<file path="config.mk">
export PLATFORM = sky130hd
export DESIGN_NAME = trigger_clk_phase_ctrl
export DESIGN_NICKNAME = d
export VERILOG_FILES = /design/src/rtl/trace_ctrl_pkg.sv /design/src/rtl/cdc_sync_2ff.sv /design/src/rtl/trigger_clk_phase_ctrl.sv
export SDC_FILE = /design/constraint.sdc
export NUM_CORES = 1
export LEC_CHECK = 0
export CAP_MARGIN = 15
export CORE_UTILIZATION = 45
export DETAILED_ROUTE_END_ITERATION = 8
export GPL_TIMING_DRIVEN = 0
export PLACE_DENSITY = 0.68
export SLEW_MARGIN = 20
export SYNTH_ARGS = -nofsm -noshare
export SYNTH_HDL_FRONTEND = slang
export SYNTH_HIERARCHICAL = 1
export SYNTH_SLANG_ARGS = --single-unit
</file>
<file path="constraint.sdc">
create_clock -name usb_clk -period 5.2 [get_ports usb_clk]
set_input_delay 1.04 -clock usb_clk [delete_from_list [all_inputs] [get_ports usb_clk]]
set_output_delay 1.04 -clock usb_clk [all_outputs]
set_load 0.01 [all_outputs]
</file>
<file path="src/rtl/trace_ctrl_pkg.sv">
// Shared definitions for the trigger-clock phase-shift controller:
// FSM states, default psdone timeout and USB register map.
package trace_ctrl_pkg;

  typedef enum logic [2:0] {
    ST_IDLE      = 3'd0,
    ST_WAIT_LOCK = 3'd1,
    ST_STEP      = 3'd2,
    ST_WAIT_DONE = 3'd3,
    ST_ERROR     = 3'd4
  } ctrl_state_e;

  localparam int TIMEOUT_DEFAULT = 1023;

  localparam logic [7:0] REG_PHASE_TARGET = 8'h30;
  localparam logic [7:0] REG_PHASE_CTRL   = 8'h31;
  localparam logic [7:0] REG_PHASE_STATUS = 8'h32;

  function automatic logic is_busy_state(input ctrl_state_e s);
    return !(s == ST_IDLE || s == ST_ERROR);
  endfunction

endpackage

</file>
<file path="src/rtl/cdc_sync_2ff.sv">
// Generic two-flop synchronizer for slow level signals crossing into the local clock.
module cdc_sync_2ff #(
  parameter int pWIDTH = 1
) (
  input  logic              clk,
  input  logic              rst_n,
  input  logic [pWIDTH-1:0] d,
  output logic [pWIDTH-1:0] q
);

  logic [pWIDTH-1:0] meta_q, meta_d;
  logic [pWIDTH-1:0] sync_q, sync_d;

  always_comb begin
    meta_d = d;
    sync_d = meta_q;
  end

  always_ff @(posedge clk or negedge rst_n) begin
    if (!rst_n) begin
      meta_q <= '0;
      sync_q <= '0;
    end else begin
      meta_q <= meta_d;
      sync_q <= sync_d;
    end
  end

  assign q = sync_q;

endmodule

</file>
<file path="src/rtl/trigger_clk_phase_ctrl.sv">
// Steps the trigger-clock MMCM fine phase one increment at a time until the
// tracked phase matches the host target, gated on MMCM lock.
module trigger_clk_phase_ctrl
  import trace_ctrl_pkg::*;
#(
  parameter int pPHASE_WIDTH = 16,
  parameter int pTIMEOUT     = TIMEOUT_DEFAULT,
  parameter int pTO_WIDTH    = 10
) (
  input  logic                    usb_clk,
  input  logic                    resetn,
  input  logic [pPHASE_WIDTH-1:0] I_target,
  input  logic                    I_go,
  input  logic                    I_abort,
  input  logic                    I_clear,
  input  logic                    I_locked,
  output logic                    O_psen,
  output logic                    O_psincdec,
  input  logic                    I_psdone,
  output logic [pPHASE_WIDTH-1:0] O_current,
  output logic                    O_busy,
  output logic                    O_done,
  output logic                    O_error
);

  localparam logic [pTO_WIDTH-1:0] TO_LIMIT = pTO_WIDTH'(pTIMEOUT);

  ctrl_state_e state_q, state_d;
  logic signed [pPHASE_WIDTH-1:0] target_q, target_d;
  logic signed [pPHASE_WIDTH-1:0] current_q, current_d;
  logic signed [pPHASE_WIDTH-1:0] next_cur;
  logic [pTO_WIDTH-1:0] to_cnt_q, to_cnt_d, to_cnt_inc;
  logic abort_pend_q, abort_pend_d;
  logic psen_q, psen_d;
  logic psincdec_q, psincdec_d;
  logic busy_q, busy_d;
  logic done_q, done_d;
  logic error_q, error_d;
  logic locked;
  logic step_up;
  logic abort_any;

  cdc_sync_2ff #(.pWIDTH(1)) u_lock_sync (
    .clk   (usb_clk),
    .rst_n (resetn),
    .d     (I_locked),
    .q     (locked)
  );

  assign to_cnt_inc = to_cnt_q + pTO_WIDTH'(1);
  // Target and current are frozen between STEP and psdone, so the step
  // direction can be recomputed instead of stored.
  assign step_up    = target_q > current_q;
  assign abort_any  = abort_pend_q | I_abort;

  always_comb begin
    state_d      = state_q;
    target_d     = target_q;
    current_d    = current_q;
    to_cnt_d     = to_cnt_q;
    abort_pend_d = abort_pend_q;
    error_d      = error_q;
    psen_d       = 1'b0;
    psincdec_d   = 1'b0;
    done_d       = 1'b0;
    next_cur     = step_up ? current_q + pPHASE_WIDTH'(1) : current_q - pPHASE_WIDTH'(1);

    case (state_q)
      ST_IDLE, ST_ERROR: begin
        if (I_go) begin
          target_d     = I_target;
          error_d      = 1'b0;
          abort_pend_d = 1'b0;
          if (I_target == current_q) begin
            done_d  = 1'b1;
            state_d = ST_IDLE;
          end else begin
            state_d = ST_WAIT_LOCK;
          end
        end else if (state_q == ST_ERROR && I_clear) begin
          error_d = 1'b0;
          state_d = ST_IDLE;
        end
      end
      ST_WAIT_LOCK: begin
        if (I_abort) begin
          state_d = ST_IDLE;
        end else if (locked) begin
          state_d    = ST_STEP;
          psen_d     = 1'b1;
          psincdec_d = step_up;
          to_cnt_d   = '0;
        end
      end
      // psen is already on the wire here, so an abort must wait for its psdone.
      ST_STEP: begin
        state_d      = ST_WAIT_DONE;
        to_cnt_d     = to_cnt_inc;
        abort_pend_d = I_abort;
      end
      ST_WAIT_DONE: begin
        if (I_psdone) begin
          current_d    = next_cur;
          abort_pend_d = 1'b0;
          if (abort_any) begin
            state_d = ST_IDLE;
          end else if (next_cur == target_q) begin
            done_d  = 1'b1;
            state_d = ST_IDLE;
          end else begin
            state_d = ST_WAIT_LOCK;
          end
        end else if (to_cnt_inc == TO_LIMIT) begin
          error_d      = 1'b1;
          abort_pend_d = 1'b0;
          state_d      = ST_ERROR;
        end else begin
          to_cnt_d     = to_cnt_inc;
          abort_pend_d = abort_any;
        end
      end
      default: state_d = ST_IDLE;
    endcase

    busy_d = is_busy_state(state_d);
  end

  always_ff @(posedge usb_clk or negedge resetn) begin
    if (!resetn) begin
      state_q      <= ST_IDLE;
      target_q     <= '0;
      current_q    <= '0;
      to_cnt_q     <= '0;
      abort_pend_q <= 1'b0;
      psen_q       <= 1'b0;
      psincdec_q   <= 1'b0;
      busy_q       <= 1'b0;
      done_q       <= 1'b0;
      error_q      <= 1'b0;
    end else begin
      state_q      <= state_d;
      target_q     <= target_d;
      current_q    <= current_d;
      to_cnt_q     <= to_cnt_d;
      abort_pend_q <= abort_pend_d;
      psen_q       <= psen_d;
      psincdec_q   <= psincdec_d;
      busy_q       <= busy_d;
      done_q       <= done_d;
      error_q      <= error_d;
    end
  end

  assign O_psen     = psen_q;
  assign O_psincdec = psincdec_q;
  assign O_current  = current_q;
  assign O_busy     = busy_q;
  assign O_done     = done_q;
  assign O_error    = error_q;

endmodule
</file>
==> results.sh <==
export IMPL_die_w_um=95.6
export IMPL_dp_cells=583
export IMPL_synth_top_area_share_pct=33.7
export IMPL_h_tree_depth=2
export IMPL_maxSlewHeadroom_pct=50.6
export IMPL_yosysMostFrequentCell="dfrtp_1"
export IMPL_netlist_instances=435
export IMPL_drc=0
export IMPL_cp_max_fo=13
export IMPL_min_path_type="register to register"
export IMPL_async_flop_share_pct=100
export IMPL_yosysWarnings=6
export IMPL_cp_arrival_ns=5.15
export IMPL_initial_core_util_pct=47.2
export IMPL_rows=33
export IMPL_fin_cells=591
export IMPL_routedWlPerCell_um=16.7
export IMPL_routed_wl_mm=9.87
export IMPL_clock_latency_ns=0.32
export IMPL_syn_nets=492
export IMPL_critPathMaxStageDelay_ns=0.45
export IMPL_synth_common_cells="53 x dfrtp_1, 43 x nand2_1, 36 x xnor2_1"
export IMPL_core_sq_um=8340
export IMPL_grt_max_degree=54
export IMPL_antenna_found_initial=0
export IMPL_postRouteAntennaNets=0
export IMPL_dp_hpwl_mm=7.36
export IMPL_holdBufCountCts=0
export IMPL_track_usage_pct=23.3
export IMPL_cts_path_max_buffers=2
export IMPL_cp_end_kind="register"
export IMPL_diodes=0
export IMPL_tightest_slew_ns=0.741
export IMPL_ys_seq_area_share_pct=33.7
export IMPL_gp_congestion=0.901
export IMPL_status="completed"
export IMPL_slew_violations=0
export IMPL_grt_pass1_wl_mm=16.2
export IMPL_crit_required_ns=5.39
export IMPL_cts_buffers=5
export IMPL_clockRootBuffer="clkbuf_8"
export IMPL_fin_skew_ns=0.00865
export IMPL_fmax_mhz=202
export IMPL_period_share_pct=95.3
export IMPL_yosys_area_top_type="dfrtp_1"
export IMPL_path_class="register to register"
export IMPL_clkTransAtPathRegs_ns=0.11
export IMPL_avgSynthCellArea_sq_um=9.05
export IMPL_vias=3382
export IMPL_die_h_um=95.6
export IMPL_fin_nets=542
export IMPL_fin_util_pct=55.6
export IMPL_netlist_top_cells_area="dfrtp_1 34%, ha_1 10%, xnor2_1 8.0%, mux2_2 5.1%, nand2_1 4.1%"
export IMPL_overflow=0
export IMPL_io_pins=44
export IMPL_via_per_inst=5.72
export IMPL_synthFlopType="dfrtp_1"
export IMPL_layout_min_cycle_time_ns=4.95
export IMPL_drtIter0Drc=214
export IMPL_grt_setup_unrepaired="no"
export IMPL_syn2layout_area_growth_pct=17.7
export IMPL_cts_sinks=53
export IMPL_synth_seq_cells=53
export IMPL_drive_gt1_share_pct=10.7
export IMPL_start_kind="register"
export IMPL_final_hold_violation_count=0
export IMPL_crit_path_top_delay_cell="dfrtp_1"
export IMPL_dieArea_sq_um=9130
export IMPL_ys_types=59
export IMPL_setup_violations=0
export IMPL_cts_tree="done"
export IMPL_cpLargestDelayFamily="compound AO/OA/AOI/OAI gates"
export IMPL_grt_pass1_vias=3139
export IMPL_crit_chain="inv_1 > ha_1 > a41oi_1 > o21ai_0 > a221o_1 > nor3_1 > mux2_4 > ha_1 > buf_4 > a21o_1 > a41o_1 > buf_6 > a211oi_2 > xnor2_1 > a2111oi_2 > o2111ai_1 > nor4_2 > o21ai_0"
export IMPL_syn_cell_area_sq_um=3940
export IMPL_port_buffers=43
export IMPL_r2r_slack_ns=0.25
export IMPL_crit_buf_inv=3
export IMPL_drv_cap=0
export IMPL_dr_pass1_iters=4
export IMPL_synth_enable_flop_cells=0
-- layer usage --
layer | routed length (um) | share of wire, % | track usage (%) | up-vias
li1 | - | - | - | 1662
met1 | 4800 | 49 | 34.6 | 1618
met2 | 4380 | 44 | 35.2 | 94
met3 | 584 | 5.9 | 3.51 | 8
met4 | 102 | 1.0 | 5.72 | 0
met5 | 0 | 0 | 0 | -
-- layout make-up --
type                    count  area [sq um]
clock inverters             3          25.0
inverters                  27           101
multi-input cells         337          2440
flip-flops and latches     53          1330
well taps                 105           131
fillers                   765          3700
clock buffers               5          68.8
plain buffers              15          93.8
repair buffers             46           450
-- placed cells by master, fill, tap and decap left out, types with 4 or more instances in the layout --
master,instances
inv_1,27
nand2_1,43
ha_1,33
nor2b_1,7
a31oi_1,7
or3_1,4
nor3_1,8
mux2_2,17
clkbuf_1,8
nand4_1,13
clkdlybuf4s50_1,42
a21oi_1,16
nand2b_1,4
dfrtp_1,53
nor2_1,24
xnor2_1,36
buf_4,8
o21ai_0,32
a21o_1,5
clkbuf_8,5
o31ai_1,8
o211ai_1,4
nand3_1,13
xor2_1,9
-- cell families after synthesis --
| logic type | Yosys count | synth area share (%) |
|---|---|---|
| AND/OR/NAND/NOR | 133 | 16.7 |
| AO/OA/AOI/OAI | 106 | 17.9 |
| flip-flops | 53 | 33.7 |
| XOR/XNOR | 45 | 10.0 |
| buffers and inverters | 45 | 5.24 |
| adder cells (fa/ha/maj) | 34 | 11.0 |
| multiplexers | 19 | 5.40 |
-- metrics by stage --
step	hold slack, ns	setup TNS [ns]	worst slack, ns	instance area (sq um)
finish	0.374	0	0.245	4640
global route	0.380	0	0.0124	4640
CTS	0.370	0	0.0650	4600
detailed placement	0.345	-0.00816	-0.00816	4500
global placement	0.346	0	0.0836	4500
floorplan	0.331	0	0.753	3940
-- repair_timing --
action	CTS	global route
resized for setup	0	7
pin swaps	1	2
buffers inserted	1	2
endpoints found under the setup margin	1	3
-- state kept, by name, summed over array words and instances (netlist names), 3 cells and up --
signal	flops
state_q	3
O_current	16
target_q	16
to_cnt_q	10
-- path summary, 6_finish.rpt --
| check | end | cells after the start | from |
|---|---|---|---|
| setup / recovery | O_busy$_DFF_PN0_ | 18 | O_current[7]$_DFFE_PN0P_ |
| hold / removal | u_lock_sync/q$_DFF_PN0_ | 0 | u_lock_sync/meta_q$_DFF_PN0_ |
| setup reg to reg | O_busy$_DFF_PN0_ | 18 | O_current[7]$_DFFE_PN0P_ |
| hold reg to reg | u_lock_sync/q$_DFF_PN0_ | 0 | u_lock_sync/meta_q$_DFF_PN0_ |
| max in group asynchronous | target_q[12]$_DFFE_PN0P_ | 1 | resetn |
| min in group asynchronous | target_q[6]$_DFFE_PN0P_ | 1 | resetn |
Power is not shown: default switching activity piles up to over one toggle a cycle in this logic, so the estimate is an artifact.
==> RTL edit: new RTL, same settings <==
Set the parameter `pPHASE_WIDTH` to 32 (it was 16).
--- a/src/rtl/trigger_clk_phase_ctrl.sv
+++ b/src/rtl/trigger_clk_phase_ctrl.sv
@@ -4,5 +4,5 @@
   import trace_ctrl_pkg::*;
 #(
-  parameter int pPHASE_WIDTH = 16,
+  parameter int pPHASE_WIDTH = 32,
   parameter int pTIMEOUT     = TIMEOUT_DEFAULT,
   parameter int pTO_WIDTH    = 10
Ports: changed (resized I_target and O_current); port bits go from 44 to 76. The function was not compared with the original's and may differ.
==> RTL edit against the original RTL <==
The flow now finishes with violations (setup timing). Count of clock-buffer cells in the layout up 6. Design area up 130%. Wire length rose to 2.8 times the old value. Worst hold slack worse by 21 ps. Area after synthesis up 96%. First-iteration DRC count rose to 3.0 times the old value. Clock skew up 4.7 ps. Worst setup slack worse by 440 ps. Sequential cell count up 32. Highest routed layer unchanged.
Power is not shown: default switching activity piles up to over one toggle a cycle in this logic, so the estimate is an artifact.
==> RTL edit: results (changes against the original RTL) <==
Min path
  – Worst Hold Class: register to register
  – Worst Hold Launch: u_lock_sync/meta_q
  – WHS Path Cells: 0 (unchanged)

Placement
  – Pre-CTS WS: -953 ps (-945 ps)
  – GP Congestion: 0.937 (+4.1%)
  – Final HPWL from detailed placement: 18.5 mm (+150%)
  – Port Buffers: 75 (+74%)

Clocking
  – TritonCTS buffer count: 9 (+4)
  – Root Driver: clkbuf_16
  – Htree depth: 3 (+1)
  – Reg clk slew, reported paths: 70 ps (-40 ps)
  – Clock latency on the worst-skew pair: 370 ps (+50 ps)
  – Clock Tree Buf Depth: 2 (unchanged)
  – CTS Sinks: 85 (+60%)

Logic synthesis
  – Sequential element share of the synthesized area: 27.6% (-6.1 points)
  – Post-synth ARST share: 100% (unchanged)
  – Synth Warn #: 6 (unchanged)
  – Top area cells in the synthesized netlist: dfrtp_1 28%, ha_1 10%, xor2_1 6.1%
  – Post-synth top cells: 85 x dfrtp_1, 85 x nand2_1, 64 x ha_1
  – Post-synth cell types: 76 (+29%)
  – Syn_nets: 995 (+100%)

Layout
  – Nets@finish: 1184 (+120%)
  – CLK BUF: 11 (+6)
  – Layout cells sized above 1: 29.6% (+19 points)
  – Register area: 2160 um^2 (+63%)
  – Non-clock buffers: 213 (+250%)
  – Non-clock buffer share: 16.7% (+5.0 points)
  – #MultiIn Comb: 719 (+110%)
  – Number of diodes: 0 (unchanged)
  – Logic inverters: 52 (+93%)
  – Fraction of area in multi-input gates: 56.1% (+3.5 points)
  – Clock Network Area Fraction: 2.92% (+0.90 points)
  – # fillers: 1303 (+70%)

Setup path
  – Worst setup EP type: register
  – Critical Path Max Stage Delay: 450 ps (about the same)
  – Slowest stage cell, crit path: dfrtp_1
  – Crit path max-delay family: simple AND/OR/NAND/NOR gates
  – Path depth of the worst reg2reg path: 23 (+5)
  – Arrival @ worst endpoint: 5630 ps (+480 ps)
  – Reg2reg start: target_q[19]
  – Crit path max fanout: 9 (-4)
  – Worst R2R End: O_busy

Timing
  – TNS Setup: -374 ps (-374 ps)
  – Setup violators final: 3 (+3)
  – Clk_skew: 13.4 ps (+4.72 ps)
  – Worst-margin pin slew: 890 ps (+149 ps)
  – Final setup margin: -191 ps (-436 ps)

Routing
  – Vias: 7947 (+130%)
  – Initial drt markers: 648 (+200%)
  – Drt total wl: 27.5 mm (+180%)
  – Pre-Repair DR Iteration Count: 5 (+1)

Run status
  – Status: complete, but fails checks
  – Violated checks: setup timing

Global routing
  – Number of global-route vias before repair: 7430 (+140%)
  – Largest net degree at the start of global routing: 61 (+13%)
  – First-pass GRT wire length: 41.0 mm (+150%)
  – Initial antenna violation count: 0 (unchanged)
  – GRT Total Usage: 30.5% (+7.2 points)
## RTL edit: logic make-up after synthesis
| logic type | Yosys count | synth area share, % |
|---|---|---|
| xor gates and xnor gates | 89 | 12.1 |
| AOI/OAI and AO/OA | 234 | 19.8 |
| DFF | 85 | 27.6 |
| muxes | 42 | 6.08 |
| buffers and inverters | 89 | 4.71 |
| and+or+nand+nor | 287 | 19.0 |
| adders and majority gates | 65 | 10.7 |
## RTL edit: metal layers
layer  GRT usage [%]  routed length [um]
met1            39.6               11400
met2            47.6               12400
met3            6.48                2240
met4            16.2                1460
met5               0                   0
## RTL edit: stage by stage
step | instances | hold WS, ps | area [um^2]
floorplan | 891 | 331 | 7710
global placement | 1186 | 336 | 8730
detailed placement | 1187 | 339 | 8760
CTS | 1277 | 355 | 10400
global route | 1305 | 361 | 10800
finish | 1305 | 353 | 10800
## RTL edit: repair_timing
action                     4_1_cts  5_1_grt
setup endpoints to repair        4        4
gates cloned                     2        0
resized for setup              151       50
setup buffers                   77       31
pin swaps                       70       41
